$ cat src/rtl/load_store_unit_if.sv
`default_nettype none
// ============================================================================
//  Module   : load_store_unit_if
//  Purpose  : Handshaked data-memory port between the load/store stage and
//             the memory system.
//  Revision : 1.0 - initial release
// ============================================================================
interface load_store_unit_if;
    logic        mem_req;
    logic        mem_we;
    logic [31:0] mem_addr;
    logic [31:0] mem_wdata;
    logic [3:0]  mem_wstrb;
    logic        mem_gnt;
    logic        mem_rvalid;
    logic [31:0] mem_rdata;

    modport master (
        output mem_req, mem_we, mem_addr, mem_wdata, mem_wstrb,
        input  mem_gnt, mem_rvalid, mem_rdata
    );

    modport slave (
        input  mem_req, mem_we, mem_addr, mem_wdata, mem_wstrb,
        output mem_gnt, mem_rvalid, mem_rdata
    );
endinterface
`default_nettype wire

$ cat src/rtl/load_store_unit.sv
`default_nettype none
// ============================================================================
//  Module   : load_store_unit
//  Purpose  : Memory-access stage: issues one bus transaction per load/store,
//             stalls the core until it completes, returns extended load data.
//  Revision : 1.0 - initial release
// ============================================================================
module load_store_unit #(
    parameter int TIMEOUT_CYCLES = 255
) (
    input  logic              clk,
    input  logic              reset,
    input  logic              MemRead,
    input  logic              MemWrite,
    input  logic [2:0]        funct3,
    input  logic [31:0]       ALUResult,
    input  logic [31:0]       WriteData,
    output logic [31:0]       ReadData,
    output logic              Stall,
    output logic              AccessErr,
    load_store_unit_if.master mem
);

    typedef enum logic [1:0] {
        IDLE   = 2'd0,
        REQ    = 2'd1,
        WAIT_R = 2'd2,
        DONE   = 2'd3
    } state_t;

    localparam logic [15:0] c_TO_LAST = 16'(TIMEOUT_CYCLES - 1);

    state_t      r_state;
    state_t      w_next;
    logic [2:0]  r_funct3;
    logic [1:0]  r_off;
    logic        r_we;
    logic [29:0] r_addr;
    logic [31:0] r_wdata;
    logic [3:0]  r_wstrb;
    logic        r_err;
    logic [15:0] r_cnt;
    logic [31:0] r_rdata;

    logic        w_access;
    logic        w_bad_f3;
    logic        w_misalign;
    logic        w_err_in;
    logic        w_timeout;
    logic        w_set_err;
    logic        w_capture;
    logic [3:0]  w_wstrb;
    logic [31:0] w_wdata;
    logic [7:0]  w_byte;
    logic [15:0] w_half;
    logic [31:0] w_load;

    assign w_access   = MemRead | MemWrite;
    // Stores only have signed-size encodings; loads also allow BU/HU.
    assign w_bad_f3   = MemWrite ? (funct3[2] | (funct3[1:0] == 2'b11))
                                 : ((funct3 == 3'b011) | (funct3[2:1] == 2'b11));
    assign w_misalign = ((funct3[1:0] == 2'b01) & ALUResult[0]) |
                        ((funct3[1:0] == 2'b10) & (|ALUResult[1:0]));
    assign w_err_in   = w_bad_f3 | w_misalign;
    assign w_timeout  = (r_cnt == c_TO_LAST);

    always_comb begin
        w_wstrb = 4'b0000;
        w_wdata = WriteData;
        if (MemWrite) begin
            case (funct3[1:0])
                2'b00: begin
                    w_wstrb = 4'b0001 << ALUResult[1:0];
                    w_wdata = {4{WriteData[7:0]}};
                end
                2'b01: begin
                    w_wstrb = ALUResult[1] ? 4'b1100 : 4'b0011;
                    w_wdata = {2{WriteData[15:0]}};
                end
                default: w_wstrb = 4'b1111;
            endcase
        end
    end

    always_comb begin
        w_byte = mem.mem_rdata[7:0];
        case (r_off)
            2'd1:    w_byte = mem.mem_rdata[15:8];
            2'd2:    w_byte = mem.mem_rdata[23:16];
            2'd3:    w_byte = mem.mem_rdata[31:24];
            default: w_byte = mem.mem_rdata[7:0];
        endcase
        w_half = r_off[1] ? mem.mem_rdata[31:16] : mem.mem_rdata[15:0];
        case (r_funct3)
            3'b000:  w_load = {{24{w_byte[7]}}, w_byte};
            3'b100:  w_load = {24'd0, w_byte};
            3'b001:  w_load = {{16{w_half[15]}}, w_half};
            3'b101:  w_load = {16'd0, w_half};
            default: w_load = mem.mem_rdata;
        endcase
    end

    always_ff @(posedge clk) begin
        if (reset) begin
            r_state <= IDLE;
        end else begin
            r_state <= w_next;
        end
    end

    // A grant or read response arriving on the final allowed cycle wins over the timeout.
    always_comb begin
        w_next    = r_state;
        w_set_err = 1'b0;
        w_capture = 1'b0;
        case (r_state)
            IDLE: begin
                if (w_access) begin
                    w_next = w_err_in ? DONE : REQ;
                end
            end
            REQ: begin
                if (mem.mem_gnt) begin
                    w_next = r_we ? DONE : WAIT_R;
                end else if (w_timeout) begin
                    w_next    = DONE;
                    w_set_err = 1'b1;
                end
            end
            WAIT_R: begin
                if (mem.mem_rvalid) begin
                    w_next    = DONE;
                    w_capture = 1'b1;
                end else if (w_timeout) begin
                    w_next    = DONE;
                    w_set_err = 1'b1;
                end
            end
            DONE:    w_next = IDLE;
            default: w_next = IDLE;
        endcase
    end

    always_ff @(posedge clk) begin
        if (reset) begin
            r_funct3 <= 3'd0;
            r_off    <= 2'd0;
            r_we     <= 1'b0;
            r_addr   <= 30'd0;
            r_wdata  <= 32'd0;
            r_wstrb  <= 4'd0;
            r_err    <= 1'b0;
            r_cnt    <= 16'd0;
            r_rdata  <= 32'd0;
        end else begin
            if ((r_state == IDLE) && w_access) begin
                r_funct3 <= funct3;
                r_off    <= ALUResult[1:0];
                r_we     <= MemWrite;
                r_addr   <= ALUResult[31:2];
                r_wdata  <= w_wdata;
                r_wstrb  <= w_wstrb;
                r_err    <= w_err_in;
            end else if (w_set_err) begin
                r_err <= 1'b1;
            end
            if (r_state == IDLE) begin
                r_cnt <= 16'd0;
            end else if ((r_state == REQ) || (r_state == WAIT_R)) begin
                r_cnt <= r_cnt + 16'd1;
            end
            if (w_capture) begin
                r_rdata <= w_load;
            end
        end
    end

    assign ReadData      = r_rdata;
    assign Stall         = ((r_state == IDLE) & w_access) | (r_state == REQ) | (r_state == WAIT_R);
    assign AccessErr     = (r_state == DONE) & r_err;
    assign mem.mem_req   = (r_state == REQ);
    assign mem.mem_we    = r_we;
    assign mem.mem_addr  = {r_addr, 2'b00};
    assign mem.mem_wdata = r_wdata;
    assign mem.mem_wstrb = r_wstrb;

endmodule
`default_nettype wire

$ cat src/flat_wrapper.sv
// flat-port wrapper written by rule: the top's interface ports become plain ports
module load_store_unit_flat 
#(
    parameter int TIMEOUT_CYCLES = 255
)
  (clk, reset, MemRead, MemWrite, funct3, ALUResult, WriteData, ReadData, Stall, AccessErr, mem_mem_req, mem_mem_we, mem_mem_addr, mem_mem_wdata, mem_mem_wstrb, mem_mem_gnt, mem_mem_rvalid, mem_mem_rdata);
  load_store_unit_if mem_i ();
  input  logic clk;
  input  logic reset;
  input  logic MemRead;
  input  logic MemWrite;
  input  logic [2:0] funct3;
  input  logic [31:0] ALUResult;
  input  logic [31:0] WriteData;
  output logic [31:0] ReadData;
  output logic Stall;
  output logic AccessErr;
  output wire logic [$bits(mem_i.mem_req)-1:0] mem_mem_req;
  output wire logic [$bits(mem_i.mem_we)-1:0] mem_mem_we;
  output wire logic [$bits(mem_i.mem_addr)-1:0] mem_mem_addr;
  output wire logic [$bits(mem_i.mem_wdata)-1:0] mem_mem_wdata;
  output wire logic [$bits(mem_i.mem_wstrb)-1:0] mem_mem_wstrb;
  input wire logic [$bits(mem_i.mem_gnt)-1:0] mem_mem_gnt;
  input wire logic [$bits(mem_i.mem_rvalid)-1:0] mem_mem_rvalid;
  input wire logic [$bits(mem_i.mem_rdata)-1:0] mem_mem_rdata;
  assign mem_mem_req = mem_i.mem_req;
  assign mem_mem_we = mem_i.mem_we;
  assign mem_mem_addr = mem_i.mem_addr;
  assign mem_mem_wdata = mem_i.mem_wdata;
  assign mem_mem_wstrb = mem_i.mem_wstrb;
  assign mem_i.mem_gnt = mem_mem_gnt;
  assign mem_i.mem_rvalid = mem_mem_rvalid;
  assign mem_i.mem_rdata = mem_mem_rdata;
  load_store_unit #(.TIMEOUT_CYCLES(TIMEOUT_CYCLES)) u_core (.clk(clk), .reset(reset), .MemRead(MemRead), .MemWrite(MemWrite), .funct3(funct3), .ALUResult(ALUResult), .WriteData(WriteData), .ReadData(ReadData), .Stall(Stall), .AccessErr(AccessErr), .mem(mem_i));
endmodule
$ cat config.mk
export PLATFORM = sky130hd
export DESIGN_NAME = load_store_unit_flat
export DESIGN_NICKNAME = d
export VERILOG_FILES = /design/src/rtl/load_store_unit_if.sv /design/src/rtl/load_store_unit.sv /design/src/flat_wrapper.sv
export SDC_FILE = /design/constraint.sdc
export NUM_CORES = 1
export LEC_CHECK = 0
export BUFFER_PORTS_ARGS = -buffer_cell sky130_fd_sc_hd__clkbuf_2
export CAP_MARGIN = 30
export CORE_MARGIN = 5
export CORE_UTILIZATION = 44
export DETAILED_ROUTE_END_ITERATION = 10
export PLACE_DENSITY = 0.77
export REMOVE_ABC_BUFFERS = 1
export SYNTH_ARGS = -nofsm -noshare
export SYNTH_HDL_FRONTEND = slang
export SYNTH_SLANG_ARGS = --single-unit
$ cat constraint.sdc
create_clock -name clk -period 2.15 [get_ports clk]
set_input_delay 0.43 -clock clk [delete_from_list [all_inputs] [get_ports clk]]
set_output_delay 0.43 -clock clk [all_outputs]
set_load 0.03 [all_outputs]
=== Word level (Yosys, flattened, before mapping) ===
Cells that the tools add are included.

* Add/subtract/negate cells: 1
* Eq/ne operators: 16
* Shift-type cells: 1
* Multiplexer cells: 24
* Bitwise gates (word level): 11
* Reduce and logical (&&, ||, !) cells: 8

{| class="wikitable"
|+ Operators with widths
! operator !! number
|-
| 32-bit one-hot mux with 4 select lines || 1
|-
| 32-bit one-hot mux with 2 select lines || 1
|-
| 32-bit two-way mux || 1
|-
| 8-bit one-hot mux with 3 select lines || 1
|-
| 16-bit by 1-bit adder with 16-bit output (second input constant) || 1
|-
| 16-bit by 8-bit equality test with 1-bit output (second input constant) || 1
|-
| 16-bit two-way mux || 1
|-
| 2-bit equality test (second input constant) || 7
|-
| 2-bit two-way mux || 5
|-
| 1-bit two-way mux || 9
|-
| 4-bit two-way mux || 2
|-
| 2-bit one-hot mux with 4 select lines || 1
|-
| 4-bit one-hot mux with 2 select lines || 1
|-
| 1-bit OR || 7
|-
| 2-bit by 1-bit equality test with 1-bit output (second input constant) || 3
|-
| 3-bit equality test (second input constant) || 2
|-
| 1-bit bitwise AND || 4
|-
| 2-bit zero test || 2
|-
| 2-bit OR reduction || 2
|-
| 1-bit by 2-bit << shifter with 4-bit output (first input constant) || 1
|-
| 3-bit by 1-bit equality test with 1-bit output (second input constant) || 1
|-
| 3-bit by 2-bit equality test with 1-bit output (second input constant) || 1
|-
| 3-bit zero test || 1
|-
| 2-bit by 1-bit inequality test with 1-bit output (second input constant) || 1
|-
| 4 further kinds || 4
|}

* Flip-flop bits (word level): 123
* Input bits: 105
* Output and inout port bits: 104
* Word-level logic and storage cells: 71

=== Depth between registers and ports, before layout ===
Gate-level depths: netlist of the first run.

* Depth in word-level cells: 7
* Mapped depth: 8
* Mapped depth without buffers: 6

=== Least setup slack after synthesis of the first run ===
No wires, ideal clock.

* Kind: flip-flop to output port
* From: register u_core.r_state[0]
* To: output port Stall
* Arrival: 1.714 ns
* Data required time: 1.720 ns
* Setup slack: 0.006 ns
* Cell stages (with the launch flop): 7
* Cells stage by stage: dfxtp_1 -> inv_1 -> ha_1 -> o21ai_1 -> clkbuf_1 -> buf_1 -> nand3_1

* Longest elaborated chain between the ends: 4
* Elaborated cells between the ends (all ways): 6
* Those cells by class: eq/ne (2); bitwise (3); reduce/logical (1)

{| class="wikitable"
|+ Ends and longest elaborated chain
! what !! line !! source
|-
| from (decl) || load_store_unit.sv:33 || <nowiki>state_t r_state;</nowiki>
|-
| from (signal assigned) || load_store_unit.sv:107 || <nowiki>r_state <= w_next;</nowiki>
|-
| 2-bit zero test || load_store_unit.sv:179 || <nowiki>assign Stall = ((r_state == IDLE) & w_access) | (r_state == REQ) | (r_state == WAIT_R);</nowiki>
|-
| 1-bit bitwise AND || load_store_unit.sv:179 ||
|-
| 1-bit OR || load_store_unit.sv:179 ||
|-
| 1-bit OR (*) || load_store_unit.sv:179 ||
|-
| to (decl) || flat_wrapper.sv:16 || <nowiki>output logic Stall;</nowiki>
|}

Mark *: on every way between the ends. The rest lies on a longest branch, timed or not.

=== Final worst setup path of the first run ===
Same ends and word-level chain as after synthesis.

==> results.cfg, run 1 <==
[status]
outcome = completed

[pwr]
power.ir.vdd_worst_uv = 930
power.internal_w = 0.00556
pwr-share-seq_pct = 33.4
comb_power_share_pct = 37.8
p_sw_w = 0.00363
power_per_cell_area_nw_per_um2 = 1270
switching_share_pct = 39.5
leakagePower_nw = 3.08
power.clock.fraction_pct = 28.8

[clock_tree]
clk_pin_slew_worst_paths_ns = 0.05
cts_tree = yes
cts_hold_buf = 0
insertion_delay_of_the_later_clocked_pin_in_the_worst_skew_pair_ns = 0.42
cts-buffers-inserted = 17
ctsRootBufferMaster = clkbuf_16
clock-sinks = 123
postCtsSetupBuffers = 0
htree_levels = 4
cts.path.max_buffers = 2

[layout]
layout.nets = 978
drive_above_1_share_pct = 29.9
final-instance-count-excl-fill = 1044
finish.instance_area_sq_um = 7250
fillCellCount = 1139
area_growth_synth_to_finish_pct = 32.3
finalCoreUtilization_pct = 59.8
antenna-diode-count = 0

[floorplanning]
die_h_um = 122
core_region_area_sq_um = 12100
die_x_um = 122
initial_core_util_pct = 45.2
core.rowCount = 40
design.die.area_sq_um = 14800
i_o_pins = 209

[grt]
antenna_found_initial = 0
grt_overflow = 0
grt_first_pass_wirelength_um = 26500
grt.total_usage_pct = 22.5
gr-usage-met1_pct = 27.4
gr-usage-met2_pct = 35.7
via_count_of_the_first_global_routing_pass = 5356
grtUsageMet3_pct = 9.38
grt_max_degree = 91
grt.busiest_layer = met2

[place]
place.gp.congestion = 0.889
dp_hpwl_um = 11700
place.detailed.instances = 1015
detailed_place.area_sq_um = 6690
io_buffer_count = 206

[routing]
drtPass1Iterations = 4
detail_route.wl_per_cell_um = 15.6
drt.antenna.violating_nets = 0
via_per_inst = 5.30
route.vias.total = 5531
totalWireLength_um = 16300
detailedRoute.firstIterationViolations = 274
detail_route.drc_violations = 0

[sta]
hold_slack_ns = 0.231
final_count_of_hold_timing_violations = 0
clock_skew_after_layout_ns = 0.0146
timing_worst_slew_pin_value_ns = 0.575
final.period_utilization_pct = 93.9
maxSlewHeadroom_pct = 61.6
final_period_demand_of_the_worst_path_ns = 2.02
slew_viol_final = 0
maxClockFrequency_ghz = 0.496
grt_setup_unrepaired = no
finalSetupViolations = 0

[hold_path]
timing.hold.worst.start = ALUResult[23]
timing.hold.worst.class = in -> reg

[yosys]
post_synthesis_instance_area_sq_um = 5480
number_of_distinct_library_cells_after_synthesis = 49
number_of_enable_type_register_cells_in_the_synthesized_netlist = 0
yosys-top-cells-count = nand2_1 (142), dfxtp_1 (123), a21oi_1 (81), nor2_1 (62), clkbuf_1 (41)
synth.yosys.seq_area_share_pct = 45.0
synth_area_leaders = dfxtp_1 (45%), nand2_1 (9.7%), a21oi_1 (7.4%)
most_frequent_cell_after_synthesis = nand2_1
synthArstFlopShare_pct = 0
synth_top_cell_area_share_pct = 45.0
synth_seq_cells = 123
post_synth.cell_area_avg_sq_um = 8.06
synth_top_flop_cell = dfxtp_1
postSynthCellCount = 679
synth_warnings = 0
yosys.area.top_type = dfxtp_1

[critical_path]
length_in_cells_of_the_worst_reg_to_reg_path = 5
critical_path.top_delay_family = flip-flops
cp_num_buf_inv = 2
worst_setup_path_startpoint = u_core.r_state[0]$_SDFFE_PP0P_
worstReg2RegStart = u_core.r_cnt[1]$_SDFFE_PP0P_
reg2reg_slack_ns = 0.18
worst_path_largest_cell_delay_ns = 0.34
cp-endpoint = Stall
crit_path_top_delay_cell = dfxtp_1
worst_setup_path_end_kind = output port
critical_path_stages = 5
timing.critical_path.fanout_max = 7
cp_data_required_time_ns = 1.72
critical_path_class = reg -> out
worst_r2r_endpoint = u_core.r_state[0]$_SDFFE_PP0P_
cp_cell_sequence = inv_1 -> ha_2 -> o21ai_4 -> nand3_1 -> clkbuf_2
worstPathArrival_ns = 1.59
startpoint_type = flip-flop

[flow_run]
drv.max_cap_violation_count = 0
repair_timing:
action                                  CTS  global route
endpoints found under the hold margin     0             0
resized for setup                         0             1
endpoints found under the setup margin    0             1
layer usage:
metal	up-vias	routed length [um]
met1	2542	6970
li1	2748	-
met4	0	210
met5	-	0
met3	14	1730
met2	227	7420
stage by stage:
step	TNS (ns)	worst slack, ns	total power (W)
global route	0	0.0627	0.00974
detailed placement	0	0.178	0.00658
CTS	0	0.0301	0.00926
floorplan	-97.12	-1.57	0.00536
global placement	0	0.251	0.00654
finish	0	0.132	0.00919
worst min path at each step:
stage | end | cells after the start | slack, ns
2_1_floorplan | u_core.r_funct3[2]$_SDFFE_PP0P_ | 2 | 0.44
3_3_place_gp | u_core.mem.mem_wdata[31]$_SDFFE_PP0P_ | 2 | 0.44
3_5_place_dp | u_core.mem.mem_wdata[9]$_SDFFE_PP0P_ | 2 | 0.44
4_1_cts | u_core.r_addr[17]$_SDFFE_PP0P_ | 3 | 0.22
5_1_grt | u_core.r_addr[6]$_SDFFE_PP0P_ | 3 | 0.23
6_report | u_core.r_addr[21]$_SDFFE_PP0P_ | 3 | 0.23
cells in the final DEF, fill, tap and decap left out, types with 4 or more instances in the layout:
cell type  count
and3b_1        6
o211ai_1      17
clkinv_2       5
o21ai_0        5
dfxtp_1      123
a22oi_1        8
buf_12         4
a211o_1        6
a22o_1         6
or3_1         13
buf_4         12
nor2b_1        4
mux2i_1       18
clkbuf_2     205
xnor2_1        8
nor4_1        11
nand3_1        8
nand2b_1       4
ha_1           6
nor2_1        61
a21oi_1       81
nor3_1        15
nand4_1        4
clkbuf_8       4
nand2_1      142
inv_1         11
a211oi_1      34
clkbuf_16     17
area by class of cell:
class / count / area, sq um / share of cell area [%]
clock buffers: 21 / 480 / 6.63
clock inverters: 8 / 70.1 / 0.967
inverters: 12 / 45.0 / 0.622
multi-input cells: 491 / 2780 / 38.4
flip-flops and latches: 123 / 2460 / 34.0
well taps: 168 / 210 / 2.90
repair buffers: 221 / 1200 / 16.5
worst register-to-register path: cells and delay by family (launching register included):
| family | cells | cell delay (ns) |
|---|---|---|
| AND/OR/NAND/NOR | 2 | 0.86 |
| adder cells (fa/ha/maj) | 1 | 0.16 |
| AO/OA/AOI/OAI | 2 | 0.44 |
| flip-flops | 1 | 0.41 |
flip-flops by register name, summed over array words and instances, names as in the netlist:
register / cells
u_core.ReadData: 32
u_core.mem.mem_wdata: 32
u_core.mem.mem_we: 1
u_core.mem.mem_wstrb: 4
u_core.r_addr: 30
u_core.r_cnt: 16
u_core.r_err: 1
u_core.r_funct3: 3
u_core.r_off: 2
u_core.r_state: 2
cell families (layout without fill, tap and decap cells):
kind of cell    after synthesis  count (layout)  synth area share [%]
buf+inv                      66             262                  4.73
flops                       123             123                  45.0
simple gates                279             279                  22.9
other cells                   1               2                0.0685
mux                          19              19                  3.70
compound gates              174             174                  20.4
fa+ha+maj                     7               7                  1.60
xor+xnor                     10              10                  1.60
power groups by stage:
| stage | logic [W] | clock network [W] | registers (W) |
|---|---|---|---|
| global route | 0.00380 | 0.00281 | 0.00313 |
| detailed placement | 0.00347 | 0 | 0.00311 |
| CTS | 0.00349 | 0.00270 | 0.00307 |
| floorplan | 0.00143 | 0 | 0.00392 |
| global placement | 0.00345 | 0 | 0.00309 |
| finish | 0.00347 | 0.00264 | 0.00307 |
No activity file was read; power rests on OpenSTA's default activity.
==> run 2: changes to the inputs <==
- clock period: 2.15 -> 1.6 ns (I/O delays scaled with it)
==> run 2 against run 1 <==
Effect of this change: the flow now finishes with violations (negative setup slack); final cell count rose by 5.7%; via count rose by 5.9%; worst setup slack got worse by 0.31 ns; critical endpoint is now u_core.r_cnt[14]$_SDFFE_PP0P_; critical path depth rose by 1; clock power rose by 53%; sequential share of layout area fell by 3.2 points; hold slack got worse by 0.11 ns; non-clock buffer count rose by 56; final area rose by 11%.
==> results.cfg, run 2 (same netlist as run 1, synthesis figures left out) <==
[status]
outcome = finished, violations left
failing_checks = negative setup slack

[layout]
drive_above_1_share_pct = 37.5
layout.nets = 1034
area_growth_synth_to_finish_pct = 46.5
final_cell_mix = clkbuf_2 (202), nand2_1 (142), dfxtp_1 (118), a21oi_1 (79), nor2_1 (61)
antenna-diode-count = 0
finish.instance_area_sq_um = 8020
layout_commonest_cell = clkbuf_2

[floorplanning]
core.rowCount = 40
die_x_um = 122
i_o_pins = 209
core_region_area_sq_um = 12100
design.die.area_sq_um = 14800
die_h_um = 122
initial_core_util_pct = 45.2

[sta]
setup_ws_ns = -0.175
clock_skew_after_layout_ns = 0.00571
final.period_utilization_pct = 111
grt_setup_unrepaired = yes
slew_viol_final = 0
maxClockFrequency_ghz = 0.563
finalSetupViolations = 12
final_count_of_hold_timing_violations = 0
final_period_demand_of_the_worst_path_ns = 1.77
final.setup.tns_ns = -0.885

[clock_tree]
cts-buffers-inserted = 17
htree_levels = 4
insertion_delay_of_the_later_clocked_pin_in_the_worst_skew_pair_ns = 0.42
cts_tree = yes
cts.path.max_buffers = 2
clk_pin_slew_worst_paths_ns = 0.06
clock-sinks = 123
ctsRootBufferMaster = clkbuf_16

[grt]
grt_overflow = 0
grt_max_degree = 64
grt_first_pass_wirelength_um = 27800
grt.total_usage_pct = 23.7
via_count_of_the_first_global_routing_pass = 5617
antenna_found_initial = 0

[critical_path]
length_in_cells_of_the_worst_reg_to_reg_path = 6
worstPathArrival_ns = 2.13
worstReg2RegStart = u_core.r_state[1]$_SDFFE_PP0P_
startpoint_type = flip-flop
cp_data_required_time_ns = 1.95
critical_path_class = reg -> reg
reg2reg_slack_ns = -0.17
timing.critical_path.fanout_max = 3
worst_setup_path_end_kind = flip-flop
worst_r2r_endpoint = u_core.r_cnt[14]$_SDFFE_PP0P_

[hold_path]
timing.hold.worst.start = ALUResult[18]
hold_path_end = u_core.r_addr[16]$_SDFFE_PP0P_
timing.hold.worst.class = in -> reg
number_of_cells_on_the_worst_hold_path = 3

[routing]
via_per_inst = 5.31
drtPass1Iterations = 5
totalWireLength_um = 17900
dr_wl_met2_um = 8390
route.vias.total = 5855
detail_route.wl_per_cell_um = 16.2
detailedRoute.firstIterationViolations = 460
dr_wl_met3_um = 1960
drt.antenna.violating_nets = 0
dr.max_layer_used = met4
detail_route.drc_violations = 0
route.layer.met1.wl_um = 7100

[place]
detailed_place.area_sq_um = 7060
place.gp.congestion = 0.821
io_buffer_count = 206
dp_hpwl_um = 12500

[flow_run]
drv.max_cap_violation_count = 0

[pwr]
leakagePower_nw = 3.46
power.ir.vdd_worst_uv = 1210
power_per_cell_area_nw_per_um2 = 1730
run 2: changes by cell type in the layout (fill, tap and decap cells not counted), sizes merged:
cell	previous run	this run
buf	16	73
bufinv	1	3
clkbuf	226	227
clkinv	5	4
clkinvlp	2	3
inv	12	11
run 2: power by group:
part | leakage (nW) | total, W | internal [W] | switching, W
Clock | 0.302 | 0.00404 | 0.00266 | 0.00138
Combinational | 2.15 | 0.00575 | 0.00220 | 0.00355
Sequential | 1.01 | 0.00408 | 0.00372 | 0.000369
run 2: routing by layer:
layer	GRT usage [%]	up-vias
li1	-	2863
met5	0	-
met4	9.17	0
met2	38.4	287
met3	10.8	36
met1	27.4	2669
run 2: cell type report:
type | instances | area, sq um
clock inverter | 9 | 135
clock buffer | 23 | 498
tap | 168 | 210
inverter | 12 | 48.8
fill | 1032 | 4090
multi-input combinational | 491 | 2920
sequential | 123 | 2470
timing repair buffer | 277 | 1740
run 2: metrics by stage:
| stage | hold WS [ns] | util, % | power [W] | worst slack (ns) | std cells |
|---|---|---|---|---|---|
| 2_1_floorplan | 0.389 | - | 0.00698 | -2.00 | 626 |
| 3_3_place_gp | 0.438 | 58.3 | 0.00917 | -0.166 | 1059 |
| 4_1_cts | 0.104 | 64.9 | 0.0136 | -0.113 | 1097 |
| 5_1_grt | 0.107 | 66.2 | 0.0146 | -0.216 | 1103 |
| 6_report | 0.120 | 66.2 | 0.0139 | -0.175 | 1103 |
| 3_5_place_dp | 0.446 | 58.3 | 0.00926 | -0.238 | 1059 |
run 2: worst max-delay path by stage:
| stage | from | to | slack (ns) | depth (start not counted) |
|---|---|---|---|---|
| 2_1_floorplan | u_core.r_state[0]$_SDFFE_PP0P_ | u_core.mem.mem_wdata[10]$_SDFFE_PP0P_ | -2.00 | 6 |
| 3_3_place_gp | u_core.r_cnt[0]$_SDFFE_PP0P_ | u_core.r_state[0]$_SDFFE_PP0P_ | -0.17 | 6 |
| 3_5_place_dp | u_core.r_cnt[0]$_SDFFE_PP0P_ | u_core.r_state[0]$_SDFFE_PP0P_ | -0.24 | 6 |
| 4_1_cts | u_core.r_state[1]$_SDFFE_PP0P_ | u_core.r_cnt[15]$_SDFFE_PP0P_ | -0.11 | 6 |
| 5_1_grt | u_core.r_state[1]$_SDFFE_PP0P_ | u_core.r_cnt[15]$_SDFFE_PP0P_ | -0.22 | 6 |
| 6_report | u_core.r_state[1]$_SDFFE_PP0P_ | u_core.r_cnt[14]$_SDFFE_PP0P_ | -0.17 | 6 |
run 2: repair_timing:
action / 4_1_cts / 5_1_grt
setup endpoints to repair: 27 / 74
gates resized for setup: 33 / 23
hold endpoints to repair: 0 / 0
gates cloned: 0 / 2
buffers inserted: 9 / 4
hold buffers: 0 / 0
pin swaps: 7 / 7
run 2: critical path: stages (launching register included):
cell     delay, ns
dfxtp_2       0.34
inv_2         0.06
ha_4          0.26
nand4_1       0.07
or4_4         0.46
or3_4         0.41
a21oi_2       0.11
